--- src/rtl/fw_meta_reporter_if.sv ---
// Byte-stream and arbitration signals between the version-record reporter
// and its two requesters / downstream sink.
interface fw_meta_reporter_if;
  logic [1:0] req;
  logic [1:0] grant;
  logic [1:0] done;
  logic [7:0] out_data;
  logic       out_valid;
  logic       out_ready;
  logic       out_last;

  modport master (
    input  req, out_ready,
    output grant, done, out_data, out_valid, out_last
  );

  modport slave (
    output req, out_ready,
    input  grant, done, out_data, out_valid, out_last
  );
endinterface

--- src/rtl/fw_meta_reporter.sv ---
// Two-way round-robin arbiter that streams a 5-byte firmware version packet
// (magic, major, minor, patch, xor checksum) from a snapshot taken at grant.
//
// state | meaning
// ------+-----------------------------------------------------------
// IDLE  | no packet in flight; arbitrate and snapshot on any request
// SEND  | streaming packet bytes to the granted requester's sink
module fw_meta_reporter #(
  parameter logic [7:0] HDR_MAGIC = 8'hA5
) (
  input  logic               clk,
  input  logic               rst_n,
  fw_meta_reporter_if.master bus,
  input  logic [7:0]         ver_major,
  input  logic [7:0]         ver_minor,
  input  logic [7:0]         ver_patch,
  output logic               busy
);

  localparam int         PKT_LEN  = 5;
  localparam logic [2:0] LAST_IDX = 3'(PKT_LEN - 1);

  typedef enum logic {IDLE = 1'b0, SEND = 1'b1} state_t;

  state_t     state_q, state_d;
  logic [2:0] idx_q, idx_d;
  logic [7:0] maj_q, maj_d, min_q, min_d, pat_q, pat_d;
  logic [7:0] data_q, data_d;
  logic       last_q, last_d;
  logic [1:0] grant_q, grant_d;
  logic [1:0] done_q, done_d;
  logic       last_grant_q, last_grant_d;
  logic       pick;
  logic       hs;

  function automatic logic [7:0] pkt_byte(input logic [2:0] i, input logic [7:0] ma,
                                          input logic [7:0] mi, input logic [7:0] pa);
    case (i)
      3'd0:    pkt_byte = HDR_MAGIC;
      3'd1:    pkt_byte = ma;
      3'd2:    pkt_byte = mi;
      3'd3:    pkt_byte = pa;
      default: pkt_byte = HDR_MAGIC ^ ma ^ mi ^ pa;
    endcase
  endfunction

  assign hs = (state_q == SEND) && bus.out_ready;

  // Tie goes to whoever was not served last.
  always_comb begin
    pick = 1'b0;
    case (bus.req)
      2'b10:   pick = 1'b1;
      2'b11:   pick = ~last_grant_q;
      default: pick = 1'b0;
    endcase
  end

  always_ff @(posedge clk or negedge rst_n) begin
    if (!rst_n) begin
      state_q      <= IDLE;
      idx_q        <= '0;
      maj_q        <= '0;
      min_q        <= '0;
      pat_q        <= '0;
      data_q       <= '0;
      last_q       <= 1'b0;
      grant_q      <= '0;
      done_q       <= '0;
      last_grant_q <= 1'b1;
    end else begin
      state_q      <= state_d;
      idx_q        <= idx_d;
      maj_q        <= maj_d;
      min_q        <= min_d;
      pat_q        <= pat_d;
      data_q       <= data_d;
      last_q       <= last_d;
      grant_q      <= grant_d;
      done_q       <= done_d;
      last_grant_q <= last_grant_d;
    end
  end

  always_comb begin
    state_d = state_q;
    case (state_q)
      IDLE:    if (bus.req != 2'b00) state_d = SEND;
      SEND:    if (hs && idx_q == LAST_IDX) state_d = IDLE;
      default: state_d = IDLE;
    endcase
  end

  always_comb begin
    idx_d        = idx_q;
    maj_d        = maj_q;
    min_d        = min_q;
    pat_d        = pat_q;
    data_d       = data_q;
    last_d       = last_q;
    grant_d      = grant_q;
    done_d       = 2'b00;
    last_grant_d = last_grant_q;
    case (state_q)
      IDLE: begin
        if (bus.req != 2'b00) begin
          grant_d      = pick ? 2'b10 : 2'b01;
          last_grant_d = pick;
          maj_d        = ver_major;
          min_d        = ver_minor;
          pat_d        = ver_patch;
          idx_d        = '0;
          data_d       = HDR_MAGIC;
          last_d       = 1'b0;
        end
      end
      SEND: begin
        if (hs) begin
          if (idx_q == LAST_IDX) begin
            done_d  = grant_q;
            grant_d = 2'b00;
            idx_d   = '0;
            data_d  = '0;
            last_d  = 1'b0;
          end else begin
            idx_d  = idx_q + 3'd1;
            data_d = pkt_byte(idx_q + 3'd1, maj_q, min_q, pat_q);
            last_d = (idx_q + 3'd1) == LAST_IDX;
          end
        end
      end
      default: ;
    endcase
  end

  assign busy          = (state_q == SEND);
  assign bus.out_valid = (state_q == SEND);
  assign bus.out_data  = data_q;
  assign bus.out_last  = last_q;
  assign bus.grant     = grant_q;
  assign bus.done      = done_q;

endmodule

--- src/flat_wrapper.sv ---
// flat-port wrapper written by rule: the top's interface ports become plain ports
module fw_meta_reporter_flat 
#(
  parameter logic [7:0] HDR_MAGIC = 8'hA5
)
  (clk, rst_n, ver_major, ver_minor, ver_patch, busy, bus_req, bus_out_ready, bus_grant, bus_done, bus_out_data, bus_out_valid, bus_out_last);
  fw_meta_reporter_if bus_i ();
  input  logic clk;
  input  logic rst_n;
  input  logic [7:0] ver_major;
  input  logic [7:0] ver_minor;
  input  logic [7:0] ver_patch;
  output logic busy;
  input wire logic [$bits(bus_i.req)-1:0] bus_req;
  input wire logic [$bits(bus_i.out_ready)-1:0] bus_out_ready;
  output wire logic [$bits(bus_i.grant)-1:0] bus_grant;
  output wire logic [$bits(bus_i.done)-1:0] bus_done;
  output wire logic [$bits(bus_i.out_data)-1:0] bus_out_data;
  output wire logic [$bits(bus_i.out_valid)-1:0] bus_out_valid;
  output wire logic [$bits(bus_i.out_last)-1:0] bus_out_last;
  assign bus_i.req = bus_req;
  assign bus_i.out_ready = bus_out_ready;
  assign bus_grant = bus_i.grant;
  assign bus_done = bus_i.done;
  assign bus_out_data = bus_i.out_data;
  assign bus_out_valid = bus_i.out_valid;
  assign bus_out_last = bus_i.out_last;
  fw_meta_reporter #(.HDR_MAGIC(HDR_MAGIC)) u_core (.clk(clk), .rst_n(rst_n), .bus(bus_i), .ver_major(ver_major), .ver_minor(ver_minor), .ver_patch(ver_patch), .busy(busy));
endmodule
--- config.mk ---
export PLATFORM = sky130hd
export DESIGN_NAME = fw_meta_reporter_flat
export DESIGN_NICKNAME = d
export VERILOG_FILES = /design/src/rtl/fw_meta_reporter_if.sv /design/src/rtl/fw_meta_reporter.sv /design/src/flat_wrapper.sv
export SDC_FILE = /design/constraint.sdc
export NUM_CORES = 1
export LEC_CHECK = 0
export CORE_ASPECT_RATIO = 0.75
export CORE_UTILIZATION = 45
export DETAILED_ROUTE_END_ITERATION = 8
export GPL_ROUTABILITY_DRIVEN = 0
export GPL_TIMING_DRIVEN = 1
export PLACE_DENSITY = 0.78
export SYNTH_ARGS = -nofsm -noshare
export SYNTH_HDL_FRONTEND = slang
export SYNTH_SLANG_ARGS = --single-unit
export TNS_END_PERCENT = 1
--- constraint.sdc ---
create_clock -name clk -period 1.6 [get_ports clk]
set_input_delay 0.32 -clock clk [delete_from_list [all_inputs] [get_ports clk]]
set_output_delay 0.32 -clock clk [all_outputs]
set_load 0.1 [all_outputs]
==> reports/metrics.cfg <==
[synthesis]
postSynth.asyncResetShare_pct = 100
synthMuxAreaShare_pct = 12.8
synth_cell_types = 36
synth_xor_area_share_pct = 7.39
yosys_most_used_dff = dfrtp_1
synthesis.area_mm2 = 0.00212
syn-num-nets = 214
synth_seq_cells = 42
synthCells = 180
synth_edf_count = 0
syn_area_per_cell_um2 = 11.8
yosysWarnings = 0
synth_adder_area_share_pct = 2.96
synth_top_family_by_area = compound AO/OA/AOI/OAI gates
seq_area_frac_synth_pct = 49.7
synth-simple-area-share_pct = 10.3
synth-compound-area-share_pct = 12.8

[sta]
tightestPinTransition_ns = 0.460
finalSetupViolations = 7
period_needed_ns = 1.75
layout_setup_ws_ns = -0.146
post-route-period-util_pct = 109
fin_hold_ws_ns = 0.508
slew_violations = 0
timing.fmax_ghz = 0.573
slew_headroom_pct = 69.3
rsz0062_at_grt = true
hold_violations = 0
fin_skew_ns = 0.00264

[power]
ir_drop_mv = 1.56
powerDensity_mw_per_mm2 = 2380
leakage_nw = 1.36

[floorplan]
core_area_mm2 = 0.00449
io_pins = 44
fp.dieW_um = 81.2
rows = 21
dieArea_mm2 = 0.00498
start_util_pct = 47.1
fp.dieH_um = 61.4

[worst_setup_path]
worstSetupEndpointType = flip-flop
path_class = reg -> reg
cp.required_ns = 1.78
worstPathArrival_ns = 1.92
ff2ff_path_depth = 6
start_kind = flip-flop
cp_max_fo = 6

[run]
cap_violations = 0

[layout]
design_area_mm2 = 0.00319
final_cell_count_no_fill = 312
n_antenna_cell = 0
nNetsFinal = 288
drive_above_1_share_pct = 41.2
areaGrowthSynthToFinish_pct = 51.0

[placement]
placedCellCount = 300
dp_hpwl_um = 3520
pre_cts_slack_ns = -0.210
io_buffers = 43
postPlaceCellArea_mm2 = 0.00295

[detailed_routing]
wire_per_inst_um = 16.9
wirelength_um = 5270
first_pass_iters = 4
viasPerCell = 5.59
drcViolationCount = 0
vias = 1744
drt_iter0_drc = 155
ant_nets = 0

[clocking]
clk_latency_ns = 0.30
clk_pin_slew_ns = 0.08
cts_tree = built
cts_sinks = 42
cts_made_buffers = 5
cts_root_buf = clkbuf_8
clockBufferDepth = 2
cts_max_level = 2

[global_routing]
grt_pass1_wl_um = 8440
antenna_found_initial = 0
grt_pass1_vias = 1763
grt.total_usage_pct = 23.2
grt_max_degree = 27
overflow = 0

[run_status]
status = finished, violations left
failed_checks = negative setup slack

[worst_hold_path]
holdCritPathClass = in -> async

[layout by cell type, fill, tap and decap left out, types with 3 or more instances in the layout]
cell              n
nor3_1            4
mux2_2           24
nor2_1            5
a221o_1           3
a22oi_1           9
nand3_1           7
a21oi_1           7
dfrtp_1          38
buf_4            29
clkdlybuf4s50_1  27
buf_12           16
nand2_1           8
inv_1             3
ha_4              5
xnor2_1          16
a222oi_1          4
clkbuf_8          6
nand2b_1          4
nand3_2           3
buf_6             3
dfrtp_2           3
[path summary, 6_finish.rpt]
path	start	endpoint	slack (ns)
worst max-delay path	u_core.idx_q[0]	u_core.bus.out_data[2]	-0.15
worst min-delay path	rst_n	u_core.bus.out_data[1]	0.51
worst max register to register	u_core.idx_q[0]	u_core.bus.out_data[2]	-0.15
worst min register to register	u_core.last_grant_q	u_core.last_grant_q	0.53
max in group asynchronous	rst_n	u_core.pat_q[6]	0.53
min in group clk	u_core.last_grant_q	u_core.last_grant_q	0.53
[cells by family after synthesis]
group                    after synthesis
flip-flops                            42
buffers and inverters                 15
AO/OA/AOI/OAI                         35
adder cells (fa/ha/maj)                5
AND/OR/NAND/NOR                       42
XOR/XNOR                              17
multiplexers                          24
[stage by stage]
stage	setup TNS (ns)	util (%)	total power, mW
after detailed placement	-3.03	65.6	6.34
after CTS	-0.241	70.3	7.38
after global placement	-1.77	65.6	6.20
final	-0.588	71.1	7.62
after floorplan	-1.61	-	4.84
after global routing	-0.957	71.1	8.00
[where the power goes]
part	total, mW	internal, mW	switching (mW)
combinational	4.75	2.27	2.48
sequential	2.16	1.58	0.584
clock	0.704	0.348	0.356
total	7.62	4.20	3.42
[flip-flops by register name (all words and copies together) (netlist names)]
name / count
u_core.bus.done: 2
u_core.bus.grant: 2
u_core.bus.out_data: 8
u_core.bus.out_last: 1
u_core.bus.out_valid: 1
u_core.idx_q: 3
u_core.last_grant_q: 1
u_core.maj_q: 8
u_core.min_q: 8
u_core.pat_q: 8
[timing repair]
action	CTS	global route
gates resized for setup	19	6
buffers inserted	3	0
endpoints found under the setup margin	8	8
endpoints found under the hold margin	17	0
pin swaps	13	1
hold buffers	1	0
[layout make-up]
cell class	count	area (um^2)
fill	301	1300
multi-input combinational	123	1100
sequential	42	1060
timing repair buffer	77	857
clock buffer	7	86.3
tap	57	71.3
inverter	5	21.3
clock inverter	1	5.00
[worst max-delay path: stages, from the launching register on]
cell and delay (ns):
dfrtp_2 0.48, inv_4 0.07, ha_4 0.20, buf_4 0.15
a222oi_1 0.28, a21oi_1 0.13, a221o_1 0.32
[layer usage]
metal  vias to the layer above  track usage [%]  share of wire (%)
met5                         -                0                  0
met2                        58             35.9                 49
met4                         0             11.0                1.8
met1                       875             30.8                 43
li1                        798                -                  -
met3                        13             6.22                5.2
[Yosys cell counts (all sizes together), types with 4 or more instances]
| cell | n | area share [%] |
|---|---|---|
| nand2 | 9 | 1.6 |
| inv | 5 | 0.89 |
| nor2 | 5 | 0.89 |
| mux2 | 24 | 13 |
| xnor2 | 16 | 6.6 |
| a21oi | 7 | 1.7 |
| nand2b | 4 | 1.2 |
| nand3 | 10 | 2.4 |
| buf | 7 | 2.6 |
| nor3 | 7 | 2.1 |
| a22oi | 9 | 3.2 |
| ha | 5 | 3.0 |
| dfrtp | 41 | 48 |
| a222oi | 4 | 1.9 |
No activity file was read; power rests on OpenSTA's default activity.
